[config.mk]
export PLATFORM = sky130hd
export DESIGN_NAME = p3_serial_tx
export DESIGN_NICKNAME = d
export VERILOG_FILES = /design/src/rtl/p3_tx_pkg.sv /design/src/rtl/p3_bit_timer.sv /design/src/rtl/p3_serial_tx.sv
export SDC_FILE = /design/constraint.sdc
export NUM_CORES = 1
export LEC_CHECK = 0
export CAP_MARGIN = 10
export CORE_UTILIZATION = 57
export DETAILED_ROUTE_END_ITERATION = 8
export PLACE_DENSITY = 0.93
export SYNTH_ARGS = -nofsm -noshare
export SYNTH_HDL_FRONTEND = slang
export SYNTH_SLANG_ARGS = --single-unit
[constraint.sdc]
create_clock -name clk -period 2.7 [get_ports clk]
set_clock_uncertainty 0.05 [all_clocks]
set_input_delay 0.27 -clock clk [delete_from_list [all_inputs] [get_ports clk]]
set_output_delay 0.27 -clock clk [all_outputs]
set_load 0.01 [all_outputs]
[src/rtl/p3_tx_pkg.sv]
// Shared types and helpers for the p3 serial frame transmitter.
package p3_tx_pkg;

  typedef enum logic [2:0] {
    IDLE   = 3'd0,
    START  = 3'd1,
    DATA   = 3'd2,
    PARITY = 3'd3,
    STOP   = 3'd4
  } tx_state_t;

  localparam logic LINE_IDLE = 1'b1;
  localparam int   DW_MAX    = 16;

  // Even parity: the returned bit makes word plus parity carry an even count of ones.
  function automatic logic even_parity(input logic [DW_MAX-1:0] word);
    return ^word;
  endfunction

endpackage

[src/rtl/p3_bit_timer.sv]
// Bit-period timer: tick marks the last cycle of each CLKS_PER_BIT-cycle bit period.
module p3_bit_timer #(
  parameter int CLKS_PER_BIT = 4
) (
  input  logic clk,
  input  logic rst,
  input  logic clear,
  output logic tick
);

  localparam int CW = (CLKS_PER_BIT > 1) ? $clog2(CLKS_PER_BIT) : 1;

  logic [CW-1:0] cnt_q;
  logic [CW-1:0] cnt_d;

  // Next count: restart on clear, wrap at the end of the bit period.
  always_comb begin
    tick  = (cnt_q == CW'(CLKS_PER_BIT - 1));
    cnt_d = cnt_q;
    if (clear) begin
      cnt_d = '0;
    end else if (tick) begin
      cnt_d = '0;
    end else begin
      cnt_d = cnt_q + CW'(1);
    end
  end

  // Counter register with synchronous active-low reset.
  always_ff @(posedge clk) begin
    if (!rst) begin
      cnt_q <= '0;
    end else begin
      cnt_q <= cnt_d;
    end
  end

endmodule

[src/rtl/p3_serial_tx.sv]
// Serial frame transmitter: start bit, DW data bits LSB first, optional parity, stop bit(s).
// Parity bit is built only when P3_TX_PARITY_EN is defined.
module p3_serial_tx
  import p3_tx_pkg::*;
#(
  parameter int DW           = 8,
  parameter int CLKS_PER_BIT = 4,
  parameter int STOP_BITS    = 1
) (
  input  logic          clk,
  input  logic          rst,
  input  logic          in_valid,
  input  logic [DW-1:0] in_data,
  output logic          in_ready,
  output logic          line,
  output logic          busy,
  output logic          done
);

  localparam int BCW = $clog2(DW + 2);

  tx_state_t      state_q, state_d;
  logic           line_q, line_d;
  logic           busy_q, busy_d;
  logic           done_q, done_d;
  logic [BCW-1:0] bit_cnt_q, bit_cnt_d;
  logic [DW-1:0]  shift_q, shift_d;
  logic [DW-1:0]  shift_nxt;
  logic           tick;
  logic           timer_clear;
`ifdef P3_TX_PARITY_EN
  logic              parity_q, parity_d;
  logic [DW_MAX-1:0] parity_ext;
`endif

  assign in_ready    = (state_q == IDLE);
  assign timer_clear = (state_q == IDLE);
  assign line        = line_q;
  assign busy        = busy_q;
  assign done        = done_q;

  p3_bit_timer #(
    .CLKS_PER_BIT(CLKS_PER_BIT)
  ) u_bit_timer (
    .clk  (clk),
    .rst  (rst),
    .clear(timer_clear),
    .tick (tick)
  );

  // Frame sequencing: next state, line level and counters.
  always_comb begin
    state_d   = state_q;
    line_d    = line_q;
    busy_d    = busy_q;
    done_d    = 1'b0;
    bit_cnt_d = bit_cnt_q;
    shift_d   = shift_q;
    shift_nxt = shift_q >> 1;
`ifdef P3_TX_PARITY_EN
    parity_d   = parity_q;
    parity_ext = '0;
    parity_ext[DW-1:0] = in_data;
`endif
    case (state_q)
      IDLE: begin
        line_d    = LINE_IDLE;
        busy_d    = 1'b0;
        bit_cnt_d = '0;
        if (in_valid) begin
          // Start bit goes out on the accepting edge itself.
          shift_d = in_data;
          state_d = START;
          line_d  = 1'b0;
          busy_d  = 1'b1;
`ifdef P3_TX_PARITY_EN
          parity_d = even_parity(parity_ext);
`endif
        end else begin
          state_d = IDLE;
        end
      end
      START: begin
        if (tick) begin
          state_d = DATA;
          line_d  = shift_q[0];
        end else begin
          state_d = START;
        end
      end
      DATA: begin
        if (tick) begin
          if (bit_cnt_q == BCW'(DW - 1)) begin
            bit_cnt_d = '0;
`ifdef P3_TX_PARITY_EN
            state_d = PARITY;
            line_d  = parity_q;
`else
            state_d = STOP;
            line_d  = LINE_IDLE;
`endif
          end else begin
            shift_d   = shift_nxt;
            line_d    = shift_nxt[0];
            bit_cnt_d = bit_cnt_q + BCW'(1);
          end
        end else begin
          state_d = DATA;
        end
      end
`ifdef P3_TX_PARITY_EN
      PARITY: begin
        if (tick) begin
          state_d = STOP;
          line_d  = LINE_IDLE;
        end else begin
          state_d = PARITY;
        end
      end
`endif
      STOP: begin
        if (tick) begin
          if (bit_cnt_q == BCW'(STOP_BITS - 1)) begin
            state_d   = IDLE;
            busy_d    = 1'b0;
            done_d    = 1'b1;
            bit_cnt_d = '0;
          end else begin
            bit_cnt_d = bit_cnt_q + BCW'(1);
          end
        end else begin
          state_d = STOP;
        end
      end
      default: begin
        state_d   = IDLE;
        line_d    = LINE_IDLE;
        busy_d    = 1'b0;
        bit_cnt_d = '0;
      end
    endcase
  end

  // State and output registers with synchronous active-low reset.
  always_ff @(posedge clk) begin
    if (!rst) begin
      state_q   <= IDLE;
      line_q    <= LINE_IDLE;
      busy_q    <= 1'b0;
      done_q    <= 1'b0;
      bit_cnt_q <= '0;
      shift_q   <= '0;
`ifdef P3_TX_PARITY_EN
      parity_q  <= 1'b0;
`endif
    end else begin
      state_q   <= state_d;
      line_q    <= line_d;
      busy_q    <= busy_d;
      done_q    <= done_d;
      bit_cnt_q <= bit_cnt_d;
      shift_q   <= shift_d;
`ifdef P3_TX_PARITY_EN
      parity_q  <= parity_d;
`endif
    end
  end

endmodule
## After elaboration in Yosys (flattened, before gate mapping)

Index checks and enable logic that the tools add are counted.

- Bits in registers: 20
- Bits of input ports: 11
- Output and inout bits: 4
- Logic and storage cells: 63

- $add $sub $neg: 2
- Equality and inequality tests: 13
- Multiplexer cells: 26
- Bitwise gates (word level): 4
- Reduce and logical (&&, ||, !) cells: 11

Operators with widths:

| cell | count |
|---|---|
| 2-to-1 mux 8 bit | 3 |
| 2-to-1 mux 4 bit | 4 |
| one-hot mux 8 bit (2 select lines) | 1 |
| 2-to-1 mux 3 bit | 4 |
| != test 2 bit, second input constant | 6 |
| one-hot mux 3 bit (4 select lines) | 1 |
| one-hot mux 4 bit (3 select lines) | 1 |
| AND reduction 3 bit | 4 |
| 2-to-1 mux 1 bit | 9 |
| != test 3 bit, second input constant | 2 |
| adder 4 x 1 -> 4 bit, second input constant | 1 |
| equality test 4 x 3 -> 1 bit, second input constant | 1 |
| zero test 4 bit | 1 |
| inverter 1 bit | 4 |
| one-hot mux 1 bit (4 select lines) | 1 |
| AND reduction 4 bit | 1 |
| equality test 3 x 1 -> 1 bit, second input constant | 1 |
| equality test 3 x 2 -> 1 bit, second input constant | 1 |
| equality test 3 bit, second input constant | 1 |
| zero test 3 bit | 1 |
| one-hot mux 1 bit (3 select lines) | 1 |
| OR reduction 3 bit | 1 |
| adder 2 x 1 -> 2 bit, second input constant | 1 |
| equality test 2 bit, second input constant | 1 |
| other kinds (4) | 4 |

## Depth between registers and ports, before layout

Gate-level depths: netlist (run 1).

- Word-level depth: 4
- Mapped depth: 6
- Gate-level depth less buffers: 6

## Hierarchy

Synthesis (run 1) repeated with hierarchy kept, for this count alone.

- Cells, all modules: 120
- Area, all modules: 1091.0 µm²

By module, submodules not included:

| module | instances | cells an instance | area an instance (µm²) | seq. area each (µm²) |
|---|---|---|---|---|
| p3_serial_tx | 1 | 115 | 1011.0 | 360.3 |
| p3_bit_timer | 1 | 5 | 80.1 | 40.0 |

## Worst setup path after synthesis (run 1)

OpenSTA, ideal clock, no wires.

- Path type: register -> register
- From: register u_bit_timer.cnt_q[0]
- To: register bit_cnt_q[2]
- Library setup time: 0.069 ns
- Arrival: 1.470 ns
- Setup slack: 1.111 ns
- Stages on the path, launching flop included: 7
- Clock period less this slack: 1.589 ns
- Path through: dfxtp_1 > ha_1 > clkbuf_1 > or2_2 > o221a_4 > a21boi_1 > o21ai_1

- Longest elaborated chain between the ends: 3

RTL lines:

| element | line | RTL |
|---|---|---|
| start, declared | p3_bit_timer.sv:13 | `logic [CW-1:0] cnt_q;` |
| start signal, assigned | p3_bit_timer.sv:34 | `cnt_q <= cnt_d;` |
| equality test 2 bit * | p3_bit_timer.sv:18 | `tick = (cnt_q == CW'(CLKS_PER_BIT - 1));` |
| != test 2 bit (no line) | - |  |
| AND reduction 3 bit (no line) * | - |  |
| end signal, assigned | p3_serial_tx.sv:161 | `bit_cnt_q <= bit_cnt_d;` |
| end, declared | p3_serial_tx.sv:26 | `logic [BCW-1:0] bit_cnt_q, bit_cnt_d;` |

Mark *: on every way between the ends. The rest lies on a longest branch, timed or not.
A chain may end at the register's enable or synchronous reset.

## Worst setup path after layout (run 1)

- From: register state_q[1]
- To: output in_ready

- Longest elaborated chain between the ends: 1

RTL lines:

| element | line | RTL |
|---|---|---|
| start, declared | p3_serial_tx.sv:22 | `tx_state_t state_q, state_d;` |
| start signal, assigned | p3_serial_tx.sv:157 | `state_q <= state_d;` |
| zero test 3 bit | p3_serial_tx.sv:36 | `assign in_ready = (state_q == IDLE);` |
| end, declared | p3_serial_tx.sv:14 | `output logic in_ready,` |

No other way between the ends.

==> metrics.cfg, run 1 <==
[synth]
syn_avg_cell_area_um2 = 8.97
yosysMostFrequentCell = dfxtp_1
synthArstFlopShare_pct = 0
synth.distinct_cells = 40
muxShareOfSynthArea_pct = 6.30
synth_nets = 138
synth_cells = 124
yosys_register_bits = 20
synth_top_family_by_area = simple AND/OR/NAND/NOR gates
yosysTopAreaCell = dfxtp_1
synth_warnings = 0
synthAdderAreaFrac_pct = 3.37
synthXorXnorAreaFrac_pct = 0.787
syn-cell-area_um2 = 1110
synth_common_cells = dfxtp_1, nand2_1, nand3_1
yosys.area.top_type_share_pct = 36.0
synthTopCellsByArea = dfxtp_1, mux2i_1, o211a_1
synth-main-ff-cell = dfxtp_1
yosysSeqAreaShare_pct = 36.0
synth_compound_area_share_pct = 21.8
synth_edf_count = 0
synthSimpleGateAreaFrac_pct = 26.1

[grt]
grt_max_degree = 26
antenna_found_initial = 0
grt_pass1_vias = 861
overflow = 0
grt_pass1_wl_um = 3650
grt_use_total_pct = 24.0

[floorplanning]
die_w_um = 46.2
die-area_um2 = 2130
start_util_pct = 62.4
io_pins = 15
row_count = 15
core-area_um2 = 1780
die_y_um = 46.2

[power_and_ir_drop]
ir_drop_mv = 0.445
p_per_area_nw_per_um2 = 499
p_leak_uw = 0.000506

[clock_tree]
ctsHoldBuffers = 0
postCtsSetupBuffers = 0
cts_max_level = 1
clk_pin_slew_ps = 120
cts_tree = done
ctsResizeCount = 0
clock-sinks = 20
cts_buffers = 3
clock_latency_ps = 310
cts-root-buf = clkbuf_4
clk_path_buf_depth = 2

[final_layout]
syn_to_final_growth_pct = 16.2
drive_above_1_share_pct = 8.21
multi_input_area_um2 = 649
fillCellCount = 125
antenna_cells = 0
register_area_um2 = 400
finalNetCount = 149

[sta]
fmax_mhz = 420
setup_tns_ps = 0
rsz0062_at_grt = false
drv_slew = 0
period_share_pct = 88.2
worst_slew_pin_slew_ps = 866
whs_ps = 398
setup_violations = 0
max_slew_margin_pct = 42.2
hold_viol = 0
post-route-min-period_ps = 2380

[critical_path]
cp.required_ps = 2380
cp_top_family = buffers and inverters
cp_slowest_stage_delay_ps = 630
path_buf_inv = 1
crit_chain = nor3_1 -> clkdlybuf4s50_1
arrival_ps = 2060
critPathLaunchType = flip-flop
crit_fanout = 24
slowest_stage = clkdlybuf4s50_1
endpoint_kind = primary output
critPathKind = flip-flop to primary output

[routing]
dr.first_iter.drc_count = 20
dr.pass1.iters = 4
avgRoutedWirePerCell_um = 13.9
ant_nets = 0
drc_errors = 0
route.vias.total = 936
drt_wl_total_um = 2210
vias_per_cell = 5.89

[placed_design]
place_congestion = 0.818
dp_hpwl_um = 1630
io_buffers = 14

[outcome]
outcome = finished clean

[min_path]
hold_class = flip-flop to flip-flop

[run]
maxCapViolCount = 0

cells in the final DEF (no fill, tap or decap), types with 2 or more instances in the layout:
cell and count:
clkdlybuf4s50_1 14, nand2_1 10, and3b_1 3, clkbuf_4 3, nor3b_1 3, mux2i_1 7, inv_1 3, o21ai_0 6
ha_1 3, nand3_1 10, a21oi_1 5, o211a_1 7, nand2b_1 3, o22ai_1 3, nand4_1 3, nor2_1 6
and2_1 2, dfxtp_1 20, o211ai_1 2
where the power goes:
group	internal [uW]	switching (uW)	total [uW]	leakage, uW
Clock	150	95.0	245	0.0000279
Sequential	309	12.1	321	0.000164
Combinational	44.3	34.0	78.3	0.000314
Total	504	141	645	0.000506
layer usage:
metal  track usage [%]  vias to the layer above  share of wire, %  routed length [um]
met5                 0                        -                 0                   0
met4              9.41                        0               1.9                  43
met3              6.27                        6               2.4                  53
met2              40.8                       12                48                1060
met1              28.4                      441                47                1050
li1                  -                      477                 -                   -
sequential cells by signal, summed over array words and instances, names as in the netlist:
| name | flops |
|---|---|
| busy | 1 |
| line | 1 |
| u_bit_timer.cnt_q | 2 |
| state_q | 3 |
| done | 1 |
| bit_cnt_q | 4 |
| shift_q | 8 |
metrics by stage:
step / area (um^2) / setup WS [ps] / total power, uW / util [%] / instances
after global placement: 1240 / 732 / 402 / 69.5 / 155
after floorplan: 1110 / 1110 / 375 / - / 124
final: 1290 / 318 / 645 / 72.5 / 159
after CTS: 1290 / 316 / 649 / 72.5 / 159
after global routing: 1290 / 143 / 672 / 72.5 / 159
after detailed placement: 1240 / 676 / 406 / 69.5 / 155
cells by family after synthesis:
group           after synthesis
buf+inv                      12
flops                        20
simple gates                 50
compound gates               31
mux                           7
fa+ha+maj                     3
xor+xnor                      1
worst paths after layout:
kind                                                       from                               to  slack, ps  cells past startpoint
worst max-delay path                    state_q[1]$_SDFFE_PN0P_                         in_ready        320                      2
worst min-delay path            u_bit_timer.cnt_q[0]$_SDFF_PP0_  u_bit_timer.cnt_q[0]$_SDFF_PP0_        400                      1
worst max register to register          state_q[1]$_SDFFE_PN0P_          shift_q[7]$_SDFFE_PN0P_        690                      4
worst min register to register  u_bit_timer.cnt_q[0]$_SDFF_PP0_  u_bit_timer.cnt_q[0]$_SDFF_PP0_        400                      1
area by class of cell:
class,count,area share (%)
Timing Repair Buffer,15,11.4
Sequential cell,20,31.0
Tap cell,25,2.42
Multi-Input combinational cell,92,50.2
Clock inverter,1,2.32
Clock buffer,3,1.74
Inverter,3,0.871
Power figures use the tool's default switching activity.
==> inputs of run 2 (changes only) <==
--- a/config.mk
+++ b/config.mk
@@ -5,7 +5,7 @@
 export SDC_FILE = /design/constraint.sdc
 export NUM_CORES = 1
 export LEC_CHECK = 0
-export CAP_MARGIN = 10
+export CAP_MARGIN = 40
 export CORE_UTILIZATION = 57
 export DETAILED_ROUTE_END_ITERATION = 8
 export PLACE_DENSITY = 0.93
==> results of run 2 <==
Same layout as run 1: the final DEF is identical, and so are final timing and power.
==> inputs of run 3 (changes only) <==
--- a/config.mk
+++ b/config.mk
@@ -6,9 +6,11 @@
 export NUM_CORES = 1
 export LEC_CHECK = 0
 export CAP_MARGIN = 40
+export CORE_MARGIN = 10
 export CORE_UTILIZATION = 57
 export DETAILED_ROUTE_END_ITERATION = 8
 export PLACE_DENSITY = 0.93
+export SLEW_MARGIN = 20
 export SYNTH_ARGS = -nofsm -noshare
 export SYNTH_HDL_FRONTEND = slang
 export SYNTH_SLANG_ARGS = --single-unit
==> run 3 against run 2 <==
Hold slack worse by 1.7 ps. Wire length is 2.7% lower. Non-clock buffer count unchanged. Combinational power shrank 0.5%. Worst setup slack better by 32 ps. Clock power decreased by 31%. Via count fell by 2.0%. Maximum frequency is 1.4% higher. Critical path depth unchanged. Die area grew 93%. Largest cell class unchanged. Largest power group unchanged.
==> metrics.cfg, run 3 (synthesis gave the netlist of run 1 again) <==
[grt]
grt_pass1_vias = 861  ; unchanged
antenna_found_initial = 0  ; unchanged
grt.busiest_layer = met2
met2_usage_pct = 17.2  ; -24 points
grt_pass1_wl_um = 3670  ; +0.55%
grt.met1_usage_pct = 12.9  ; -15 points
use_met3_pct = 2.44  ; -3.8 points
overflow = 0  ; unchanged
grt_max_degree = 26  ; unchanged
grt_use_total_pct = 10.4  ; -14 points

[critical_path]
arrival_ps = 2030  ; -30 ps
path_buf_inv = 1  ; unchanged
crit_fanout = 24  ; unchanged
cp.required_ps = 2380  ; about the same
crit_chain = nor3_1 -> clkdlybuf4s50_1
cp_top_family = buffers and inverters
slowest_stage = clkdlybuf4s50_1
critPathLaunchType = flip-flop
endpoint_kind = primary output
cp_slowest_stage_delay_ps = 640  ; about the same
critPathKind = flip-flop to primary output

[routing]
avgRoutedWirePerCell_um = 13.5  ; -2.7%
dr.first_iter.drc_count = 22  ; +10%
ant_nets = 0  ; unchanged
vias_per_cell = 5.77  ; -2.0%
drt_wl_total_um = 2150  ; -2.7%
route.vias.total = 917  ; -2.0%
dr.pass1.iters = 4  ; unchanged
drc_errors = 0  ; unchanged

[floorplanning]
die_y_um = 64.2  ; +39%
start_util_pct = 62.4  ; unchanged
core-area_um2 = 1780  ; unchanged
die-area_um2 = 4120  ; +93%
io_pins = 15  ; unchanged
die_w_um = 64.2  ; +39%
row_count = 15  ; unchanged

[final_layout]
finalNetCount = 149  ; unchanged
regMostFlops = shift_q
antenna_cells = 0  ; unchanged
reg.largest.list = shift_q x8, bit_cnt_q x4, state_q x3
final_cell_mix = dfxtp_1, clkdlybuf4s50_1, nand2_1, nand3_1
final_common_cell = dfxtp_1
drive_above_1_share_pct = 8.21  ; unchanged
syn_to_final_growth_pct = 14.7
largest_register_ffs = 8  ; unchanged

[power_and_ir_drop]
p_leak_uw = 0.000499  ; -1.4%
ir_drop_mv = 0.266  ; -40%
p_per_area_nw_per_um2 = 445  ; -11%

[placed_design]
dp_slack_ps = 680  ; +4.27 ps
dp_hpwl_um = 1610  ; -1.1%
place_congestion = 0.820  ; +0.35%
io_buffers = 14  ; unchanged

[min_path]
hold_class = flip-flop to flip-flop

[sta]
hold_viol = 0  ; unchanged
setup_ws_ps = 350  ; +32.0 ps
setup_tns_ps = 0  ; unchanged
period_share_pct = 87.1  ; -1.2 points
rsz0062_at_grt = false
fmax_mhz = 425  ; +1.4%
worst_slew_pin_slew_ps = 824  ; -41.7 ps
max_slew_margin_pct = 45.0  ; +2.8 points
post-route-min-period_ps = 2350  ; -32.0 ps
setup_violations = 0  ; unchanged
drv_slew = 0  ; unchanged

[clock_tree]
ctsResizeCount = 0  ; unchanged
cts_max_level = 1  ; unchanged
clk_pin_slew_ps = 110  ; about the same
cts_buffers = 3  ; unchanged
clk_path_buf_depth = 2  ; unchanged
clock_latency_ps = 290  ; -20 ps
cts_tree = done
postCtsSetupBuffers = 0  ; unchanged
clock-sinks = 20  ; unchanged
ctsHoldBuffers = 0  ; unchanged
cts-root-buf = clkbuf_4

[outcome]
outcome = finished clean

[run]
maxCapViolCount = 0  ; unchanged

-- run 3: final cells by class --
| class | instances | area (um^2) |
|---|---|---|
| inverters | 3 | 11.3 |
| flip-flops and latches | 20 | 400 |
| clock buffers | 4 | 36.3 |
| fillers | 143 | 507 |
| multi-input cells | 92 | 649 |
| repair buffers | 15 | 148 |
| well taps | 25 | 31.3 |
-- run 3: per-stage QoR --
stage,instance area (um^2),instances,hold slack (ps),power [uW],utilization [%]
floorplan,1110,124,358,375,-
global placement,1240,155,372,403,69.5
detailed placement,1240,155,376,405,69.5
CTS,1280,159,397,577,71.6
global route,1280,159,422,595,71.6
finish,1280,159,396,569,71.6
-- run 3: path summary, 6_finish.rpt --
check	start	end	slack, ps	cells past startpoint
min	u_bit_timer.cnt_q[0]$_SDFF_PP0_	u_bit_timer.cnt_q[0]$_SDFF_PP0_	400	1
max	state_q[1]$_SDFFE_PN0P_	in_ready	350	2
max reg2reg	state_q[1]$_SDFFE_PN0P_	shift_q[7]$_SDFFE_PN0P_	700	4
min reg2reg	u_bit_timer.cnt_q[0]$_SDFF_PP0_	u_bit_timer.cnt_q[0]$_SDFF_PP0_	400	1
-- run 3: power by group --
| part | leakage, uW | switching [uW] | internal (uW) | total [uW] |
|---|---|---|---|---|
| Clock | 0.0000210 | 87.5 | 82.1 | 170 |
| Combinational | 0.000314 | 33.6 | 44.3 | 77.9 |
| Sequential | 0.000164 | 11.9 | 309 | 321 |
| Total | 0.000499 | 133 | 436 | 569 |
-- run 3: per-layer routing --
| metal | vias to the layer above | wire, um | share of wire, % |
|---|---|---|---|
| li1 | 477 | - | - |
| met1 | 429 | 1050 | 49 |
| met2 | 9 | 1050 | 49 |
| met3 | 2 | 35 | 1.6 |
| met4 | 0 | 13 | 0.60 |
| met5 | - | 0 | 0 |
